**src/rtl/counter_arb_pkg.sv**
```systemverilog
// counter_arb_pkg: shared FSM state type, default sizes and the
// round-robin pick helper used by the counter arbiter.
package counter_arb_pkg;

   typedef enum logic [1:0] {
      IDLE  = 2'd0,
      CLEAR = 2'd1,
      COUNT = 2'd2,
      DONE  = 2'd3
   } arb_state_e;

   localparam int NREQ_DEF  = 2;
   localparam int WIDTH_DEF = 8;
   localparam int NREQ_MAX  = 8;

   // First set request at or after ptr, wrapping inside nreq; one-hot result.
   function automatic logic [NREQ_MAX-1:0] rr_pick(
      input logic [NREQ_MAX-1:0] req,
      input logic [2:0]          ptr,
      input int                  nreq
   );
      logic [NREQ_MAX-1:0] win;
      logic                found;
      int                  idx;
      win   = '0;
      found = 1'b0;
      for (int k = 0; k < NREQ_MAX; k++) begin
         idx = (int'(ptr) + k) % nreq;
         if ((k < nreq) && !found && req[idx[2:0]]) begin
            win[idx[2:0]] = 1'b1;
            found         = 1'b1;
         end
      end
      return win;
   endfunction

endpackage

```
**src/rtl/counter_arb_ctrl_rr_arbiter.sv**
```systemverilog
// rr_arbiter: combinational round-robin winner selection. Produces the
// one-hot winner, its binary index and a valid flag; holds no state.
module rr_arbiter
   import counter_arb_pkg::*;
#(
   parameter int NREQ = NREQ_DEF,
   parameter int PW   = $clog2(NREQ)
) (
   input  logic [NREQ-1:0] req,
   input  logic [PW-1:0]   ptr,
   output logic [NREQ-1:0] win,
   output logic [PW-1:0]   win_idx,
   output logic            valid
);

   logic [NREQ_MAX-1:0] req_ext_s;
   logic [2:0]          ptr_ext_s;
   logic [NREQ_MAX-1:0] pick_s;

   // Widen to the helper's fixed width, pick, and encode the winner index.
   always_comb begin
      req_ext_s           = '0;
      req_ext_s[NREQ-1:0] = req;
      ptr_ext_s           = 3'd0;
      ptr_ext_s[PW-1:0]   = ptr;
      pick_s              = rr_pick(req_ext_s, ptr_ext_s, NREQ);
      win                 = pick_s[NREQ-1:0];
      valid               = |pick_s;
      win_idx             = '0;
      for (int i = 0; i < NREQ; i++) begin
         win_idx = win_idx | (pick_s[i] ? PW'(i) : {PW{1'b0}});
      end
   end

endmodule

```
**src/rtl/counter_arb_ctrl.sv**
```systemverilog
// counter_arb_ctrl: shares one external counter between NREQ requesters.
// Grants round-robin, clears the counter, enables it until it reaches the
// latched target, then pulses done to the owner.
// Optional build macro COUNTER_ARB_TIMEOUT_EN adds a COUNT watchdog that
// pulses err and abandons the run when the counter never matches.
module counter_arb_ctrl
   import counter_arb_pkg::*;
#(
   parameter int NREQ  = NREQ_DEF,
   parameter int WIDTH = WIDTH_DEF
) (
   input  logic                  clk,
   input  logic                  rst,
   input  logic [NREQ-1:0]       req,
   input  logic [NREQ*WIDTH-1:0] tgt,
   output logic [NREQ-1:0]       gnt,
   output logic [NREQ-1:0]       done,
   output logic [NREQ-1:0]       err,
   output logic                  busy,
   output logic                  cnt_clr,
   output logic                  cnt_en,
   input  logic [WIDTH-1:0]      cnt_out
);

   localparam int            PW       = $clog2(NREQ);
   localparam logic [PW-1:0] LAST_IDX = PW'(NREQ - 1);

   arb_state_e       state_r;
   logic [PW-1:0]    rr_ptr_r;
   logic [PW-1:0]    owner_r;
   logic [WIDTH-1:0] tgt_q_r;
   logic [NREQ-1:0]  gnt_r;
   logic [NREQ-1:0]  done_r;
   logic [NREQ-1:0]  err_r;
   logic             busy_r;
   logic             cnt_clr_r;

   logic [NREQ-1:0]  win_s;
   logic [PW-1:0]    win_idx_s;
   logic             win_valid_s;
   logic [WIDTH-1:0] win_tgt_s;
   logic [PW-1:0]    next_ptr_s;
   logic [NREQ-1:0]  owner_oh_s;
   logic             owner_req_s;
   logic             match_s;

   rr_arbiter #(
      .NREQ (NREQ),
      .PW   (PW)
   ) u_rr_arbiter (
      .req     (req),
      .ptr     (rr_ptr_r),
      .win     (win_s),
      .win_idx (win_idx_s),
      .valid   (win_valid_s)
   );

   // Owner-derived helpers: target of the winner, next pointer, match flag.
   always_comb begin
      win_tgt_s   = tgt[int'(win_idx_s)*WIDTH +: WIDTH];
      next_ptr_s  = (owner_r == LAST_IDX) ? {PW{1'b0}} : owner_r + PW'(1);
      owner_oh_s  = NREQ'(1) << owner_r;
      owner_req_s = req[owner_r];
      match_s     = (cnt_out == tgt_q_r);
   end

   // Enable stops in the same cycle as a match or an owner withdrawal.
   assign cnt_en  = (state_r == COUNT) && owner_req_s && !match_s;
   assign cnt_clr = cnt_clr_r;
   assign gnt     = gnt_r;
   assign done    = done_r;
   assign err     = err_r;
   assign busy    = busy_r;

`ifdef COUNTER_ARB_TIMEOUT_EN
   localparam logic [WIDTH:0] WD_LIMIT = {1'b1, {WIDTH{1'b0}}};
   logic [WIDTH:0] wd_r;
   logic           timeout_s;

   assign timeout_s = (wd_r == WD_LIMIT);

   // Watchdog: counts COUNT cycles, restarted for every run in CLEAR.
   always_ff @(posedge clk or posedge rst) begin
      if (rst) begin
         wd_r <= '0;
      end else if (state_r == CLEAR) begin
         wd_r <= '0;
      end else if ((state_r == COUNT) && !timeout_s) begin
         wd_r <= wd_r + {{WIDTH{1'b0}}, 1'b1};
      end else begin
         wd_r <= wd_r;
      end
   end
`endif

   // Arbitration FSM with registered grant, pulse and clear outputs.
   always_ff @(posedge clk or posedge rst) begin
      if (rst) begin
         state_r   <= IDLE;
         rr_ptr_r  <= '0;
         owner_r   <= '0;
         tgt_q_r   <= '0;
         gnt_r     <= '0;
         done_r    <= '0;
         err_r     <= '0;
         busy_r    <= 1'b0;
         cnt_clr_r <= 1'b0;
      end else begin
         done_r    <= '0;
         err_r     <= '0;
         cnt_clr_r <= 1'b0;
         case (state_r)
            IDLE: begin
               if (win_valid_s) begin
                  owner_r   <= win_idx_s;
                  tgt_q_r   <= win_tgt_s;
                  gnt_r     <= win_s;
                  busy_r    <= 1'b1;
                  cnt_clr_r <= 1'b1;
                  state_r   <= CLEAR;
               end else begin
                  gnt_r     <= '0;
                  busy_r    <= 1'b0;
                  state_r   <= IDLE;
               end
            end
            CLEAR: begin
               state_r <= COUNT;
            end
            COUNT: begin
               if (match_s) begin
                  done_r  <= owner_oh_s;
                  state_r <= DONE;
               end else if (!owner_req_s) begin
                  rr_ptr_r <= next_ptr_s;
                  gnt_r    <= '0;
                  busy_r   <= 1'b0;
                  state_r  <= IDLE;
`ifdef COUNTER_ARB_TIMEOUT_EN
               end else if (timeout_s) begin
                  err_r    <= owner_oh_s;
                  rr_ptr_r <= next_ptr_s;
                  gnt_r    <= '0;
                  busy_r   <= 1'b0;
                  state_r  <= IDLE;
`endif
               end else begin
                  state_r <= COUNT;
               end
            end
            DONE: begin
               rr_ptr_r <= next_ptr_s;
               gnt_r    <= '0;
               busy_r   <= 1'b0;
               state_r  <= IDLE;
            end
            default: begin
               gnt_r   <= '0;
               busy_r  <= 1'b0;
               state_r <= IDLE;
            end
         endcase
      end
   end

endmodule

```
**config.mk**
```make
export PLATFORM = sky130hd
export DESIGN_NAME = counter_arb_ctrl
export DESIGN_NICKNAME = d
export VERILOG_FILES = /design/src/rtl/counter_arb_pkg.sv /design/src/rtl/counter_arb_ctrl_rr_arbiter.sv /design/src/rtl/counter_arb_ctrl.sv
export SDC_FILE = /design/constraint.sdc
export NUM_CORES = 1
export LEC_CHECK = 0
export CORE_MARGIN = 2
export CORE_UTILIZATION = 42
export DETAILED_ROUTE_END_ITERATION = 16
export HOLD_SLACK_MARGIN = 0.02
export PLACE_DENSITY = 0.78
export SKIP_LAST_GASP = 1
export SYNTH_ARGS = -nofsm -noshare
export SYNTH_HDL_FRONTEND = slang
export SYNTH_SLANG_ARGS = --single-unit
```
**constraint.sdc**
```tcl
create_clock -name clk -period 1.7 [get_ports clk]
set_input_delay 0.34 -clock clk [delete_from_list [all_inputs] [get_ports clk]]
set_output_delay 0.34 -clock clk [all_outputs]
set_load 0.05 [all_outputs]
```
==> run metrics, run 1 <==
CTS clock-pin slew for the worst setup and hold paths 0.11 ns; WL per Instance 11.87 µm; CTS Buffer Depth 2; Hold Vio Cnt, Final 0; beginning of the worst register-to-register path tgt_q_r[2]; n_diodes 0; vias in the first global route 826; initial DRC count 14; worst setup path start tgt_q_r[6]; io pins 37; Skew-Pair Late Insertion Delay 0.29 ns; worst hold path class primary input to asynchronous set/reset pin; CTS Buf Count 3; Rows 16; Starting Density 45.67%; CP arrival 1.53 ns; Yosys reg bits 18; largest net degree at the start of global routing 19; Die Y 50.89 µm; Seq/Total Area, Yosys 48.78%; critical path class flip-flop to output pin; DR DRC count 0; share of cells above drive strength 1 20.28%; antenna violations before repair 0; post-detail-place hpwl 1592 µm; via density per instance 5.000; Fmax 0.5362 GHz; fin nets 172; Final period util 109.7%; Worst EP required 1.36 ns; first-pass GRT wire length 3505 µm; status finished, violations left; GRT Total Usage 17.96%; Die Area 2590 µm²; Synth cell types 28; total chip power 2.134 mW; Detail Route Antenna Nets 0; PwrDens 1520 nW/µm²; GRT Residual Overflow 0; Core Region 2022 µm²; PnR worst setup slack -0.1651 ns; Avg Inst Size Synth 9.720 µm²; Worst R2R End busy; Tmin final 1.865 ns; Post-synth ARST share 100.0%; crit path cell chain xnor2_1 -> nand4_1 -> buf_4 -> o211a_1 -> buf_6; Post-Route Setup TNS -0.2097 ns; Max H-tree Level 1; Routed WL 2018 µm; crit-path max FO 2; TritonCTS clock tree done; first-pass iteration count of the detailed router 4; maximum vdd drop 0.7918 mV; Setup crit end cnt_en; cell chosen for the clock root clkbuf_4; commonest non-fill, non-tap cells in the layout buf_4, clkdlybuf4s50_1, dfrtp_1; Placer Congestion 0.8685; routed via count 850; Final Slew Violations 0; CTS Hold Bufs 0; max-cap violations 0; r2r worst-path depth 5; Synth Instances 95; clk sinks 18; Final setup viols 4; number of synthesized flops with an enable pin 0; peak per-stage delay on the critical path 0.41 ns; Yosys warnings 0; port buffer count 34; R2R setup slack -0.03 ns; die width 50.89 µm; area grow syn2layout 52.03%; Critical Path Start Type flip-flop; Main synth FF type dfrtp_1; Clock Skew 0.007327 ns; RSZ-0062 raised after global routing yes; critical-path cell with the highest stage delay dfrtp_1; CP endpoint kind output pin; Leakage 0.6909 nW; most common cell after layout, fill and taps aside buf_4; Syn Std Cell Area 923.4 µm²; failing checks setup timing
==> metrics by stage <==
step	hold WS, ns	instances	setup slack (ns)	util, %	area [µm²]
global route	0.4078	170	-0.2287	69.43	1404
floorplan	0.2786	96	0.1630	-	927.1
finish	0.3504	170	-0.1651	69.43	1404
global placement	0.4827	162	-0.3104	66.09	1336
detailed placement	0.4900	162	-0.3642	66.09	1336
CTS	0.3564	168	-0.1729	68.32	1381
==> worst min-delay path by stage <==
stage | start | end | slack, ns | depth (start not counted)
4_1_cts | rst | state_r[0] | 0.36 | 3
6_report | rst | gnt[0] | 0.35 | 3
2_1_floorplan | rst | busy | 0.28 | 1
5_1_grt | rst | state_r[1] | 0.41 | 3
3_3_place_gp | tgt_q_r[3] | tgt_q_r[3] | 0.48 | 2
3_5_place_dp | tgt_q_r[3] | tgt_q_r[3] | 0.49 | 2
==> critical path: cells and delay by family (launching register included) <==
kind / cells / cell delay [ns]
compound gates: 1 / 0.22
buf+inv: 2 / 0.31
flops: 1 / 0.41
simple gates: 1 / 0.12
xor+xnor: 1 / 0.18
==> where the power goes <==
part | switching, mW | internal (mW)
Sequential | 0.176 | 0.616
Clock | 0.128 | 0.130
Combinational | 0.570 | 0.513
Total | 0.874 | 1.26
==> metal layers <==
layer	share of wire, %	vias to the layer above	GRT usage [%]	wire (µm)
met5	0	-	0	0
met4	0.30	0	2.703	6
li1	-	418	-	-
met1	42	391	20.57	843
met3	7.3	2	3.509	147
met2	51	39	34.87	1021
==> synth_stat cells, types with 2 or more instances <==
| cell type | number | area (µm²) |
|---|---|---|
| buf_2 | 2 | 10.01 |
| nand2_1 | 12 | 45.04 |
| o21ai_0 | 9 | 45.04 |
| clkbuf_1 | 2 | 7.510 |
| mux2i_1 | 8 | 80.08 |
| dfrtp_1 | 18 | 450.4 |
| nand3_1 | 2 | 10.01 |
| nand4_1 | 2 | 12.51 |
| buf_4 | 2 | 15.01 |
| nor2b_1 | 2 | 12.51 |
| nor2_1 | 4 | 15.01 |
| inv_1 | 6 | 22.52 |
| a31oi_1 | 4 | 25.02 |
| xnor2_1 | 8 | 70.07 |
==> kinds of logic (layout without fill, tap and decap cells) <==
logic type | after synthesis | count (layout) | share of synthesized area [%]
AO/OA/AOI/OAI | 21 | 21 | 14.09
XOR/XNOR | 8 | 8 | 7.588
buffers and inverters | 13 | 60 | 6.503
flip-flops | 18 | 18 | 48.78
multiplexers | 9 | 9 | 9.892
other | 1 | 2 | 0.4061
AND/OR/NAND/NOR | 25 | 25 | 12.74
==> what timing repair did <==
action                                  4_1_cts  5_1_grt
setup buffers                                 2        2
endpoints found under the setup margin        4        9
pin swaps                                     7        4
gates resized for setup                       9        1
cloned                                        0        0
==> sequential cells by signal (all words and copies together) (netlist names) <==
name and flops:
busy 1, cnt_clr 1, done 2, gnt 2
owner_r 1, rr_ptr_r 1, state_r 2, tgt_q_r 8
==> final cells by class <==
cell class,instances,area [µm²]
sequential,18,450.4
tap,27,33.78
inverter,6,22.52
timing repair buffer,50,436.7
fill,168,618.1
multi-input combinational,65,424.2
clock buffer,4,36.28
(Power assumes the default switching activity.)
==> run 2, diff against run 1 <==
--- a/config.mk
+++ b/config.mk
@@ -6,10 +6,11 @@
 export NUM_CORES = 1
 export LEC_CHECK = 0
 export CORE_MARGIN = 2
-export CORE_UTILIZATION = 42
+export CORE_UTILIZATION = 59
 export DETAILED_ROUTE_END_ITERATION = 16
+export DONT_BUFFER_PORTS = 1
 export HOLD_SLACK_MARGIN = 0.02
-export PLACE_DENSITY = 0.78
+export PLACE_DENSITY = 0.75
 export SKIP_LAST_GASP = 1
 export SYNTH_ARGS = -nofsm -noshare
 export SYNTH_HDL_FRONTEND = slang
==> run metrics, run 2 (synthesized netlist as in run 1, its figures left out) <==
Tmin final 1.751 ns (was 1.865 ns); WL per Instance 14.60 µm (was 11.87 µm); PwrDens 1859 nW/µm² (was 1520 nW/µm²); CP Buf/Inv Count 0 (was 2); placed cell area 924.6 µm² (was 1336 µm²); multi-input logic area 450.4 µm² (was 424.2 µm²); crit-path max FO 4 (was 2); vias in the first global route 587 (was 826); routed via count 663 (was 850); fin nets 125 (was 172); peak per-stage delay on the critical path 0.40 ns (was 0.41 ns); Hold Vio Cnt, Final 0 (unchanged); Max H-tree Level 1 (unchanged); n_diodes 0 (unchanged); Final Slew Violations 0 (unchanged); Clock Skew 0.005439 ns (was 0.007327 ns); post-placement setup slack -0.01611 ns (was -0.3642 ns); Fmax 0.5712 GHz (was 0.5362 GHz); Finished Cell Area 988.4 µm² (was 1404 µm²); max reg flops 8 (unchanged); CTS Buf Count 3 (unchanged); die width 43.56 µm (was 50.89 µm); Die Area 1897 µm² (was 2590 µm²); crit path cell chain xnor2_1 -> nand4_1 -> o211a_4 (was xnor2_1 -> nand4_1 -> buf_4 -> o211a_1 -> buf_6); Die Y 43.56 µm (was 50.89 µm); Routed WL 1621 µm (was 2018 µm); critical-path cell with the highest stage delay dfrtp_1 (unchanged); largest net degree at the start of global routing 19 (unchanged); Leakage 0.4662 nW (was 0.6909 nW); CP endpoint kind output pin (unchanged); Worst EP required 1.36 ns (about the same); total chip power 1.838 mW (was 2.134 mW); initial DRC count 22 (was 14); TritonCTS clock tree done (unchanged); via density per instance 5.973 (was 5.000); first-pass GRT wire length 2539 µm (was 3505 µm); Skew-Pair Late Insertion Delay 0.29 ns (about the same); Slew headroom 56.78%; most common cell after layout, fill and taps aside dfrtp_1 (was buf_4); Finished Layout Cells 111 (was 170); dpl cells 107 (was 162); CTS Buffer Depth 2 (unchanged); status finished, violations left (unchanged); failing checks setup timing (unchanged); CTS clock-pin slew for the worst setup and hold paths 0.09 ns (was 0.11 ns); largest reg by FF count tgt_q_r (unchanged); Starting Density 62.02% (was 45.67%); commonest non-fill, non-tap cells in the layout dfrtp_1, nand2_1, mux2i_1, o21ai_0, xnor2_1 (was buf_4, clkdlybuf4s50_1, dfrtp_1); Rows 14 (was 16); PnR worst setup slack -0.05074 ns (was -0.1651 ns); critical path class flip-flop to output pin (unchanged); RSZ-0062 raised after global routing yes (unchanged); Core Region 1489 µm² (was 2022 µm²); area grow syn2layout 7.046% (was 52.03%); Critical Path Start Type flip-flop (unchanged); port buffer count 0 (was 34); Final setup viols 4 (unchanged); worst hold path class primary input to asynchronous set/reset pin (unchanged); FF/Latch Area 450.4 µm² (unchanged); cell chosen for the clock root clkbuf_4 (unchanged); Final period util 103.0% (was 109.7%); GRT Total Usage 18.43% (was 17.96%); FILL cells 113 (was 168); CP arrival 1.41 ns (was 1.53 ns); maximum vdd drop 1.167 mV (was 0.7918 mV); share of cells above drive strength 1 11.58% (was 20.28%); Detail Route Antenna Nets 0 (unchanged); CP top delay family flip-flops (unchanged); antenna violations before repair 0 (unchanged); first-pass iteration count of the detailed router 4 (unchanged); Placer Congestion 0.8199 (was 0.8685); GRT Residual Overflow 0 (unchanged); Post-Route Setup TNS -0.1054 ns (was -0.2097 ns); max-cap violations 0 (unchanged); worst slew pin tran 0.6476 ns; post-detail-place hpwl 1213 µm (was 1592 µm); clk sinks 18 (unchanged); DR DRC count 0 (unchanged); io pins 37 (unchanged)
run 2: path summary, 6_finish.rpt:
path                            startpoint          to  slack, ns  cells past startpoint
worst max-delay path            tgt_q_r[0]      cnt_en      -0.05                      3
worst max register to register  tgt_q_r[5]        busy      -0.03                      5
worst min-delay path                   rst  state_r[0]       0.02                      1
max in group asynchronous              rst     owner_r       1.26                      1
min in group clk                   tgt[13]  tgt_q_r[5]       0.25                      2
worst min register to register  tgt_q_r[4]  tgt_q_r[4]       0.50                      2
run 2: stage by stage:
stage               util (%)  hold WS, ns
finish                 66.39      0.01854
global route           66.39      0.07061
CTS                    64.37      0.03615
detailed placement     62.10       0.3560
global placement       62.10       0.3634
floorplan                  -       0.2786
run 2: report_power, final:
| group | switching, mW | internal [mW] |
|---|---|---|
| Clock | 0.120 | 0.0823 |
| Combinational | 0.364 | 0.321 |
| Sequential | 0.337 | 0.614 |
run 2: layout make-up:
class | instances | area share [%]
timing repair buffer | 3 | 2.278
sequential | 18 | 45.57
clock buffer | 3 | 2.278
multi-input combinational | 65 | 45.57
tap | 16 | 2.025
inverter | 6 | 2.278
run 2: per-layer routing:
metal	routed length [µm]	global-route usage, %
met1	697	25.48
met2	805	27.65
met3	87	2.500
met4	31	10.91
met5	0	0
run 2: what timing repair did:
action,4_1_cts,5_1_grt
buffers inserted,0,1
endpoints found under the setup margin,3,3
resized for setup,3,3
pin swaps,0,10
hold buffers,0,0
==> run 3, diff against run 2 <==
--- a/config.mk
+++ b/config.mk
@@ -5,6 +5,7 @@
 export SDC_FILE = /design/constraint.sdc
 export NUM_CORES = 1
 export LEC_CHECK = 0
+export ABC_AREA = 0
 export CORE_MARGIN = 2
 export CORE_UTILIZATION = 59
 export DETAILED_ROUTE_END_ITERATION = 16
==> results of run 3 <==
No change in the layout: final DEF, timing and power equal those of run 2.
